--- src/rtl/leg_recover_pkg.sv ---
// Shared constants for the leg-recover tile: widths, FSM state encoding and uio bit map.
package leg_recover_pkg;
  localparam int W  = 8;
  localparam int IW = 3;

  typedef enum logic [2:0] {
    S_IDLE, S_SQR, S_SQX, S_SUB, S_ROOT, S_DONE
  } state_t;

  localparam int LOAD_R = 0;
  localparam int LOAD_X = 1;
  localparam int START  = 2;
  localparam int BUSY   = 3;
  localparam int DONE   = 4;
  localparam int ERR    = 5;

  localparam logic [7:0] UIO_OE = 8'b0011_1000;
endpackage

--- src/rtl/leg_isqrt16.sv ---
// Bit-serial restoring square root of a 16-bit value; one result bit per clock, no multiplier.
module leg_isqrt16
  import leg_recover_pkg::*;
(
  input  logic          clk,
  input  logic          rst_n,
  input  logic          go,
  input  logic [15:0]   diff,
  output logic          busy,
  output logic          valid,
  output logic [W-1:0]  root
);

  logic [15:0]   r_rem;
  logic [W-1:0]  r_root;
  logic [IW-1:0] r_iter;
  logic          r_busy;
  logic          r_valid;

  logic [15:0]   w_rem_in;
  logic [W-1:0]  w_root_in;
  logic [IW-1:0] w_iter_in;
  logic [16:0]   w_delta;
  logic          w_take;
  logic [15:0]   w_rem_nx;
  logic [W-1:0]  w_root_nx;

  // r_rem tracks diff - root^2, so trial^2 <= diff reduces to
  // (root << (iter+1)) + (1 << 2*iter) <= r_rem. The go edge already resolves the top bit.
  always_comb begin
    // NOTE: every always_comb output gets a default first so no latch can be inferred.
    w_rem_in  = r_rem;
    w_root_in = r_root;
    w_iter_in = r_iter;
    if (go) begin
      w_rem_in  = diff;
      w_root_in = '0;
      w_iter_in = IW'(W - 1);
    end
    w_delta   = ({9'b0, w_root_in} << ({1'b0, w_iter_in} + 4'd1))
              + (17'd1 << {w_iter_in, 1'b0});
    w_take    = (w_delta <= {1'b0, w_rem_in});
    w_rem_nx  = w_take ? (w_rem_in - w_delta[15:0]) : w_rem_in;
    w_root_nx = w_take ? (w_root_in | (8'd1 << w_iter_in)) : w_root_in;
  end

  always_ff @(posedge clk) begin
    // NOTE: reset is synchronous; rst_n is only looked at on the clock edge.
    if (!rst_n) begin
      r_rem   <= '0;
      r_root  <= '0;
      r_iter  <= '0;
      r_busy  <= 1'b0;
      r_valid <= 1'b0;
    end else begin
      // NOTE: sequential state uses non-blocking assignments so every register sees pre-edge values.
      r_valid <= 1'b0;
      if (go || r_busy) begin
        r_rem   <= w_rem_nx;
        r_root  <= w_root_nx;
        r_iter  <= w_iter_in - 3'd1;
        r_busy  <= (w_iter_in != '0);
        r_valid <= (w_iter_in == '0);
      end
    end
  end

  assign busy  = r_busy;
  assign valid = r_valid;
  assign root  = r_root;

endmodule

--- src/rtl/tt_um_leg_recover.sv ---
// Recovers Y = floor(sqrt(R^2 - X^2)) from serially loaded R and X using one shared squarer.
module tt_um_leg_recover
  import leg_recover_pkg::*;
(
  input  logic       clk,
  input  logic       rst_n,
  input  logic       ena,
  input  logic [7:0] ui_in,
  input  logic [7:0] uio_in,
  output logic [7:0] uo_out,
  output logic [7:0] uio_out,
  output logic [7:0] uio_oe
);

  state_t       r_state;
  logic [W-1:0] r_r;
  logic [W-1:0] r_x;
  logic [W-1:0] r_uo;
  logic [15:0]  r_rsq;
  logic [15:0]  r_xsq;
  logic         r_busy;
  logic         r_done;
  logic         r_err;

  logic [W-1:0] w_mul_a;
  logic [15:0]  w_prod;
  logic         w_neg;
  logic [15:0]  w_diff;
  logic         w_go;
  logic         w_idle;
  logic         w_sq_busy;
  logic         w_sq_valid;
  logic [W-1:0] w_root;
  logic [7:0]   w_uio_out;
  logic         w_unused;

  assign w_mul_a = (r_state == S_SQR) ? r_r : r_x;
  assign w_prod  = {8'b0, w_mul_a} * {8'b0, w_mul_a};
  assign w_neg   = (r_xsq > r_rsq);
  assign w_diff  = r_rsq - r_xsq;
  assign w_go    = (r_state == S_SUB) && !w_neg;
  // DONE behaves as IDLE so a start during the done pulse is accepted back-to-back.
  assign w_idle  = (r_state == S_IDLE) || (r_state == S_DONE);

  leg_isqrt16 u_isqrt (
    .clk   (clk),
    .rst_n (rst_n),
    .go    (w_go),
    .diff  (w_diff),
    .busy  (w_sq_busy),
    .valid (w_sq_valid),
    .root  (w_root)
  );

  always_ff @(posedge clk) begin
    if (!rst_n) begin
      r_state <= S_IDLE;
      r_r     <= '0;
      r_x     <= '0;
      r_uo    <= '0;
      r_rsq   <= '0;
      r_xsq   <= '0;
      r_busy  <= 1'b0;
      r_done  <= 1'b0;
      r_err   <= 1'b0;
    end else begin
      r_done <= 1'b0;
      case (r_state)
        S_IDLE, S_DONE: begin
          if (uio_in[LOAD_R]) r_r <= ui_in;
          if (uio_in[LOAD_X]) r_x <= ui_in;
          r_state <= S_IDLE;
          if (uio_in[START]) begin
            r_busy  <= 1'b1;
            r_err   <= 1'b0;
            r_state <= S_SQR;
          end
        end
        S_SQR: begin
          r_rsq   <= w_prod;
          r_state <= S_SQX;
        end
        S_SQX: begin
          r_xsq   <= w_prod;
          r_state <= S_SUB;
        end
        S_SUB: begin
          if (w_neg) begin
            r_err   <= 1'b1;
            r_uo    <= '0;
            r_done  <= 1'b1;
            r_busy  <= 1'b0;
            r_state <= S_DONE;
          end else begin
            r_state <= S_ROOT;
          end
        end
        S_ROOT: begin
          if (w_sq_valid) begin
            r_uo    <= w_root;
            r_done  <= 1'b1;
            r_busy  <= 1'b0;
            r_state <= S_DONE;
          end
        end
        default: r_state <= S_IDLE;
      endcase
    end
  end

  always_comb begin
    w_uio_out       = 8'b0;
    w_uio_out[BUSY] = r_busy;
    w_uio_out[DONE] = r_done;
    w_uio_out[ERR]  = r_err;
  end

  assign uo_out   = r_uo;
  assign uio_out  = w_uio_out;
  assign uio_oe   = UIO_OE;
  assign w_unused = &{1'b0, ena, uio_in[7:3], w_sq_busy, w_idle};

endmodule

--- config.mk ---
export PLATFORM = sky130hd
export DESIGN_NAME = tt_um_leg_recover
export DESIGN_NICKNAME = d
export VERILOG_FILES = /design/src/rtl/leg_recover_pkg.sv /design/src/rtl/leg_isqrt16.sv /design/src/rtl/tt_um_leg_recover.sv
export SDC_FILE = /design/constraint.sdc
export NUM_CORES = 1
export LEC_CHECK = 0
export CAP_MARGIN = 5
export CORE_ASPECT_RATIO = 1.75
export CORE_MARGIN = 2
export CORE_UTILIZATION = 30
export DETAILED_ROUTE_END_ITERATION = 6
export REMOVE_ABC_BUFFERS = 1
export SLEW_MARGIN = 25
export SYNTH_ARGS = -nofsm -noshare
export SYNTH_HDL_FRONTEND = slang
export SYNTH_SLANG_ARGS = --single-unit
export TNS_END_PERCENT = 1
--- constraint.sdc ---
create_clock -name clk -period 10.6 [get_ports clk]
set_input_delay 1.59 -clock clk [delete_from_list [all_inputs] [get_ports clk]]
set_output_delay 1.59 -clock clk [all_outputs]
set_load 0.02 [all_outputs]
==> results of run 1 <==
==> tightest hold or removal path, stage by stage (launching register included) <==
cell and delay [ns]:
dfxtp_1 0.31, nand2_1 0.05, a21boi_0 0.06
==> cell type report <==
cell class,instances,share of cell area
timing repair buffer,38,0.0359
clock buffer,10,0.0244
inverter,93,0.0371
tap,373,0.0496
sequential,89,0.190
clock inverter,6,0.00785
multi-input combinational,837,0.656
==> flip-flops by register name, indices dropped and copies added, names as in the netlist <==
| signal | count |
|---|---|
| u_isqrt.r_rem | 16 |
| r_rsq | 15 |
| r_xsq | 15 |
| r_r | 8 |
| r_x | 8 |
| u_isqrt.root | 8 |
| uo_out | 8 |
| r_state | 3 |
| u_isqrt.r_iter | 3 |
| r_busy | 1 |
| r_done | 1 |
| r_err | 1 |
| u_isqrt.busy | 1 |
| u_isqrt.valid | 1 |
==> routing by layer <==
| layer | vias to the layer above | GRT usage | wire [µm] |
|---|---|---|---|
| met5 | - | 0 | 0 |
| met4 | 0 | 0.0877 | 1090 |
| met3 | 56 | 0.0180 | 632 |
| met2 | 157 | 0.329 | 13500 |
| met1 | 3507 | 0.147 | 8000 |
| li1 | 3709 | - | - |
==> cells by family (layout without fill, tap and decap cells) <==
group                      after synthesis  count (layout)
AOI/OAI and AO/OA                      269             269
xor gates and xnor gates                49              49
other                                    2              13
adders and majority gates              119             119
and+or+nand+nor                        359             359
buffers and inverters                  157             147
muxes                                   28              28
DFF                                     89              89
==> cell usage in the layout (no fill, tap or decap), types with 9 or more instances in the layout <==
master,Yosys,final
nor2b_1,17,17
a31oi_1,11,11
o21a_1,10,10
buf_4,18,15
fa_1,27,27
a21oi_1,55,55
dfxtp_1,89,89
conb_1,2,13
nand3_1,38,38
and2_1,15,15
nor3_1,23,22
xor2_1,14,14
nand2b_1,17,17
a211oi_1,9,9
o21ai_0,42,42
a311oi_1,10,10
xnor2_1,34,34
nor2_1,77,76
inv_1,92,92
clkdlybuf4s50_1,0,22
nand2_1,121,121
a21boi_0,38,38
ha_1,92,92
clkbuf_16,0,9
mux2i_1,21,21
a21o_1,11,11
==> power by group <==
part | leakage [nW] | total [mW] | switching [mW] | internal, mW
logic | 3.20 | 0.698 | 0.442 | 0.256
registers | 0.721 | 0.367 | 0.0136 | 0.354
clock network | 0.142 | 0.346 | 0.160 | 0.187
total | 4.06 | 1.41 | 0.615 | 0.796
==> per-stage QoR <==
step	hold slack, ns	worst slack, ns	util	area, µm²	std cells
6_report	0.464	2.18	0.335	9400	1446
5_1_grt	0.488	1.39	0.335	9400	1446
4_1_cts	0.469	2.22	0.335	9400	1446
3_5_place_dp	0.457	2.30	0.324	9100	1430
3_3_place_gp	0.453	2.33	0.324	9100	1430
2_1_floorplan	0.441	2.15	-	8280	1019
==> worst paths after layout <==
| path | from | to | cells past startpoint |
|---|---|---|---|
| setup reg to reg | r_xsq[2] | u_isqrt.r_rem[9] | 33 |
| setup / recovery | r_xsq[2] | u_isqrt.r_rem[9] | 33 |
| hold reg to reg | r_xsq[4] | r_xsq[4] | 2 |
| hold / removal | r_xsq[4] | r_xsq[4] | 2 |
==> flow_summary.json, run 1 <==
{
  "synthXorXnorAreaFrac": 0.0509,
  "grt_first_pass_wirelength_mm": 37.7,
  "clk_pin_slew_ns": 0.07,
  "ys_types": 86,
  "rsz0062_at_grt": "false",
  "synthFlopType": "dfxtp_1",
  "drt_wl_total_mm": 23.2,
  "final_nets": 1206,
  "drive_gt1_frac": 0.0652,
  "postRouteAntennaNets": 0,
  "rrSetupSlack_ns": 2.18,
  "cellPowerDensity_nw_per_um2": 150,
  "cts_tree": "built",
  "hp-class": "reg2reg",
  "required_ns": 10.87,
  "cp_max_fo": 18,
  "synthTopCellsByArea": "dfxtp_1, ha_1, fa_1",
  "tns_ns": 0,
  "synth_cells": 1072,
  "cp_data_arrival_time_ns": 8.69,
  "tightest_slew_ns": 0.936,
  "drv_slew": 0,
  "synth-compound-area-share": 0.226,
  "synthesis.area_um2": 8570,
  "grt_pass1_vias": 7461,
  "max_freq_ghz": 0.119,
  "syn_avg_cell_area_um2": 8.00,
  "htree_levels": 3,
  "critPathSlowestCell": "ha_1",
  "synth_top_area_share": 0.208,
  "first_iter_violations": 298,
  "synth-edff-count": 0,
  "slew_headroom": 0.376,
  "cts_max_path_buffers": 2,
  "finalCriticalPeriod_ns": 8.42,
  "portBuffers": 23,
  "yosysMostFrequentCell": "nand2_1",
  "synthMuxAreaShare": 0.0364,
  "syn_to_final_growth_pct": 9.69,
  "antennaDiodeCount": 0,
  "place_congestion": 0.862,
  "cp_common_cell": "nand2_1",
  "cts-root-buf": "clkbuf_16",
  "dpl.hpwl_mm": 18.3,
  "die_w_um": 132,
  "critical-path-top-delay-family": "compound AO/OA/AOI/OAI gates",
  "async_reset_ff_frac": 0,
  "cts.sinks": 89,
  "seq_area_frac_synth": 0.208,
  "seq_area_um2": 1780,
  "ys_seq_elements": 89,
  "finalSetupViolations": 0,
  "ys_warn_count": 0,
  "synth_top_family_by_area": "compound AO/OA/AOI/OAI gates",
  "drtPass1Iterations": 5,
  "synth-adder-area-share": 0.197,
  "start_util": 0.305,
  "multi_input_area_um2": 6160,
  "wire_per_inst_um": 16.1,
  "cts_hold_buf": 0,
  "max_stage_delay_ns": 0.71,
  "die_y_um": 228,
  "gr-usage-all-layers": 0.158,
  "p_leak_nw": 4.06,
  "antenna_found_initial": 0,
  "crit_path_end_kind": "flip-flop",
  "path_class": "reg2reg",
  "core_um2": 28100,
  "finalPower_mw": 1.41,
  "fin_crit_sh": 0.794,
  "cts_buffers": 9,
  "vias_per_cell": 5.14,
  "design.die.area_um2": 30000,
  "crit_buf_inv": 3,
  "yosys.area_share.simple": 0.202,
  "maxCapViolations": 0,
  "status": "finished, final reports clean",
  "grt_max_degree": 83,
  "cts.repair.resized": 0,
  "clk_latency_ns": 0.37,
  "io_pins": 43,
  "grt_overflow_total": 0,
  "row_count": 81,
  "synth_common_cells": "nand2_1, ha_1, inv_1",
  "vdd_drop_max_v": 0.000103,
  "cts_setup_buffers": 0,
  "cp-start-kind": "flip-flop",
  "skew_ns": 0.0134,
  "route.vias.total": 7429,
  "fillerInstances": 3006,
  "drc": 0,
  "synth_top_area_cell": "dfxtp_1",
  "hold_viol_final": 0
}
(Power assumes the default switching activity.)
==> inputs of run 2 (changes only) <==
clock period = 7.47 ns   (was 10.6 ns; I/O delays follow)
==> run 2 against run 1 <==
- die area unchanged
- final area up 3.2%
- critical path type unchanged
- clock skew down 0.0054 ns
- critical path depth down 2
- final cell count up 2.2%
- clock power up 38%
- largest cell class unchanged
- critical endpoint is now u_isqrt.r_rem[13]
- non-clock buffer count up 32
- worst setup slack worse by 1.8 ns
==> flow_summary.json, run 2 (same netlist as run 1, synthesis figures left out) <==
{
  "postRouteAntennaNets": 0,
  "cts-root-buf": "clkbuf_16",
  "finalCriticalPeriod_ns": 7.07,
  "crit_path_start": "r_xsq[2]",
  "clk_latency_ns": 0.37,
  "final_nets": 1238,
  "dpl.hpwl_mm": 19.0,
  "cts.sinks": 89,
  "min_from": "r_xsq[2]",
  "met2_length_mm": 13.6,
  "row_count": 81,
  "finalSetupViolations": 0,
  "whs_path_depth": 2,
  "wire_per_inst_um": 15.9,
  "finalPower_mw": 2.10,
  "hold_viol_final": 0,
  "fin_crit_sh": 0.946,
  "start_util": 0.305,
  "cts_max_path_buffers": 2,
  "crit_path_end_kind": "flip-flop",
  "critPathSlowestCell": "o311ai_0",
  "wl_met1_mm": 8.00,
  "max_freq_ghz": 0.141,
  "final_common_cell": "nand2_1",
  "drive_gt1_frac": 0.100,
  "skew_ns": 0.00796,
  "io_pins": 43,
  "portBuffers": 23,
  "syn_to_final_growth_pct": 13.2,
  "design.die.area_um2": 30000,
  "r2r-start": "r_xsq[2]",
  "route.vias.total": 7570,
  "cp_data_arrival_time_ns": 7.31,
  "critical-path-top-delay-family": "compound AO/OA/AOI/OAI gates",
  "core_um2": 28100,
  "drv_slew": 0,
  "cts_tree": "built",
  "die_w_um": 132,
  "wl_met3_um": 422,
  "instances_no_fill": 1478,
  "drtPass1Iterations": 5,
  "hold_end": "r_xsq[2]",
  "reg2reg_to": "u_isqrt.r_rem[13]",
  "place_congestion": 0.860,
  "cts_buffers": 9,
  "vias_per_cell": 5.12,
  "clk_pin_slew_ns": 0.07,
  "top_layer_used": "met4",
  "hp-class": "reg2reg",
  "grt_first_pass_wirelength_mm": 37.7,
  "r2r_cells": 31,
  "die_y_um": 228,
  "cp_common_cell": "nand2_1",
  "grt_max_degree": 83,
  "p_leak_nw": 4.23,
  "grt_pass1_vias": 7672,
  "utilization": 0.346,
  "first_iter_violations": 272,
  "cp_max_fo": 6,
  "rrSetupSlack_ns": 0.40,
  "max_stage_delay_ns": 0.78,
  "timing.hold.ws_ns": 0.466,
  "slew_headroom": 0.373,
  "fillerInstances": 3014,
  "gr-usage-all-layers": 0.158,
  "cellPowerDensity_nw_per_um2": 216,
  "path_class": "reg2reg",
  "reg.largest.list": "u_isqrt.r_rem: 16 flops, r_rsq: 15 flops, r_xsq: 15 flops",
  "placed_cells": 1459,
  "antenna_found_initial": 0,
  "drc": 0,
  "tightest_slew_ns": 0.928,
  "crit_buf_inv": 3,
  "placedInstanceArea_um2": 9320,
  "antennaDiodeCount": 0,
  "largest-register": "u_isqrt.r_rem",
  "cp-start-kind": "flip-flop",
  "required_ns": 7.71,
  "cts_hold_buf": 0,
  "maxCapViolations": 0,
  "status": "finished, final reports clean",
  "vdd_drop_max_v": 0.0000906,
  "largest_reg_flops": 16,
  "grt_overflow_total": 0,
  "drt_wl_total_mm": 23.5,
  "final_cell_mix": "nand2_1, inv_1, ha_1",
  "htree_levels": 3,
  "fin_area_um2": 9700
}
run 2: repair_timing:
action / in CTS / in global routing
resized for setup: 0 / 11
endpoints found under the hold margin: 0 / 0
endpoints found under the setup margin: 0 / 24
buffers inserted: 0 / 3
run 2: cell type report:
type                    count  area, µm²  area share
repair buffers             70        578      0.0596
well taps                 373        467      0.0481
clock inverters             6       75.1     0.00774
multi-input cells         837       6220       0.641
inverters                  93        349      0.0360
clock buffers              10        229      0.0236
flip-flops and latches     89       1780       0.184
run 2: stage by stage:
stage	worst slack (ns)	setup TNS, ns
detailed placement	0.273	0
global route	-0.0343	-0.153
floorplan	-0.983	-18.20
global placement	0.334	0
finish	0.402	0
CTS	0.211	0
run 2: tightest hold or removal path, stage by stage (launching register included):
cell and delay [ns]:
dfxtp_1 0.31, nand2_1 0.05, a21boi_0 0.06
run 2: routing by layer:
layer | vias up | track usage
met5 | - | 0
met4 | 0 | 0.106
met3 | 67 | 0.0185
met2 | 114 | 0.330
met1 | 3618 | 0.139
li1 | 3771 | -
run 2: report_power, final:
group          switching [mW]  total (mW)  internal [mW]
combinational           0.649        1.10          0.450
clock                   0.215       0.479          0.264
sequential             0.0190       0.521          0.502
run 2: worst max path at each step:
stage / to / slack (ns) / depth (start not counted)
after global routing: u_isqrt.r_rem[13] / -0.03 / 31
after floorplan: u_isqrt.r_rem[11] / -0.98 / 32
after CTS: u_isqrt.r_rem[2] / 0.21 / 33
after global placement: u_isqrt.r_rem[4] / 0.33 / 33
final: u_isqrt.r_rem[13] / 0.40 / 31
after detailed placement: u_isqrt.r_rem[2] / 0.27 / 33
==> inputs of run 3 (changes only) <==
clock period = 8.3 ns   (was 7.47 ns; I/O delays follow)
==> run 3 against run 2 <==
- via count fell by 0.98%
- clock skew increased by 0.0028 ns
- critical path depth increased by 2
- non-clock buffer count decreased by 21
- flip-flop and latch count unchanged
- sequential share of layout area increased by 0.37 points
- final cell count decreased by 1.4%
- clock-buffer cell count stayed put
- wire length is 1.0% higher
- combinational power is 15% lower
- die area unchanged
- fmax fell by 8.5%
==> flow_summary.json, run 3 (same netlist as run 1, synthesis figures left out) <==
{
  "hp-class": "reg2reg",
  "dpl.hpwl_mm": 18.7,
  "vias_per_cell": 5.14,
  "crit_buf_inv": 3,
  "utilization": 0.339,
  "cts.sinks": 89,
  "hold_viol_final": 0,
  "final_common_cell": "nand2_1",
  "skew_ns": 0.0108,
  "path_class": "reg2reg",
  "largest-register": "u_isqrt.r_rem",
  "first_iter_violations": 395,
  "max_stage_delay_ns": 0.50,
  "tightest_slew_ns": 0.760,
  "place_congestion": 0.858,
  "reg.largest.list": "u_isqrt.r_rem: 16 flops, r_rsq: 15 flops, r_xsq: 15 flops",
  "syn_to_final_growth_pct": 10.9,
  "drive_gt1_frac": 0.0775,
  "clk_latency_ns": 0.38,
  "cts_hold_buf": 0,
  "drc": 0,
  "antennaDiodeCount": 0,
  "cp-start-kind": "flip-flop",
  "cts_setup_buffers": 0,
  "cellPowerDensity_nw_per_um2": 193,
  "cts_buffers": 9,
  "cp_max_fo": 27,
  "largest_reg_flops": 16,
  "cts_max_path_buffers": 2,
  "required_ns": 8.58,
  "cts-root-buf": "clkbuf_16",
  "grt_max_degree": 83,
  "instances_no_fill": 1457,
  "grt_overflow_total": 0,
  "drt_wl_total_mm": 23.7,
  "min_from": "r_xsq[4]",
  "crit_path_end_kind": "flip-flop",
  "gr-usage-all-layers": 0.162,
  "cts_tree": "built",
  "fillerInstances": 2996,
  "grt_pass1_vias": 7588,
  "crit_path_start": "r_xsq[2]",
  "slew_headroom": 0.479,
  "status": "finished, final reports clean",
  "clk_pin_slew_ns": 0.07,
  "max_freq_ghz": 0.129,
  "core_um2": 28100,
  "vdd_drop_max_v": 0.000100,
  "final_nets": 1217,
  "placed_cells": 1441,
  "design.die.area_um2": 30000,
  "r2r-start": "r_xsq[2]",
  "drtPass1Iterations": 5,
  "p_leak_nw": 4.12,
  "fin_crit_sh": 0.931,
  "placedInstanceArea_um2": 9180,
  "drv_slew": 0,
  "multi_input_area_um2": 6180,
  "portBuffers": 23,
  "seq_area_um2": 1780,
  "htree_levels": 3,
  "io_pins": 43,
  "critical-path-top-delay-family": "compound AO/OA/AOI/OAI gates",
  "grt_first_pass_wirelength_mm": 38.4,
  "critPathSlowestCell": "a311oi_4",
  "start_util": 0.305,
  "antenna_found_initial": 0,
  "postRouteAntennaNets": 0,
  "rsz0062_at_grt": "false",
  "die_y_um": 228,
  "wire_per_inst_um": 16.3,
  "finalSetupViolations": 0,
  "cp_data_arrival_time_ns": 8.00,
  "timing.hold.ws_ns": 0.465,
  "fin_area_um2": 9510,
  "route.vias.total": 7496,
  "row_count": 81,
  "maxCapViolations": 0,
  "final_cell_mix": "nand2_1, inv_1, ha_1",
  "cts.repair.resized": 0,
  "finalCriticalPeriod_ns": 7.72,
  "die_w_um": 132
}
==> run 3: cell count changes in the layout (fill, tap and decap cells not counted), sizes merged <==
cell	change
buf	-21
==> run 3: power by group <==
| group | internal [mW] | leakage [nW] | switching [mW] |
|---|---|---|---|
| Combinational | 0.351 | 3.25 | 0.581 |
| Sequential | 0.452 | 0.721 | 0.0180 |
| Clock | 0.238 | 0.145 | 0.198 |
==> run 3: through the flow <==
step / total power [mW] / setup slack [ns] / TNS, ns
2_1_floorplan: 1.10 / -0.153 / -1.46
3_5_place_dp: 1.39 / 0.522 / 0
5_1_grt: 1.95 / 0.0353 / 0
6_report: 1.84 / 0.577 / 0
4_1_cts: 1.83 / 0.478 / 0
3_3_place_gp: 1.39 / 0.635 / 0
==> run 3: area by class of cell <==
class | instances | area share
clock buffers | 10 | 0.0241
inverters | 93 | 0.0367
multi-input cells | 837 | 0.651
clock inverters | 6 | 0.00790
repair buffers | 49 | 0.0442
well taps | 373 | 0.0491
flip-flops and latches | 89 | 0.187
==> run 3: worst paths after layout <==
check | to | slack (ns) | depth (start not counted)
setup / recovery | u_isqrt.r_rem[9] | 0.58 | 33
hold / removal | r_xsq[4] | 0.47 | 2
setup reg to reg | u_isqrt.r_rem[9] | 0.58 | 33
hold reg to reg | r_xsq[4] | 0.47 | 2
==> run 3: worst register-to-register path, delay by kind of cell, from the launching register on <==
kind	cells	cell delay, ns
compound gates	13	3.08
simple gates	11	1.81
fa+ha+maj	4	1.29
buf+inv	3	0.68
flops	1	0.32
mux	1	0.25
xor+xnor	1	0.18
==> run 3: metal layers <==
metal  vias up  wire length [µm]  global-route usage
met5         -                 0                   0
met4         0              1220              0.0964
met3        59               514              0.0198
met2       137             13800               0.334
met1      3571              8150               0.149
li1       3729                 -                   -
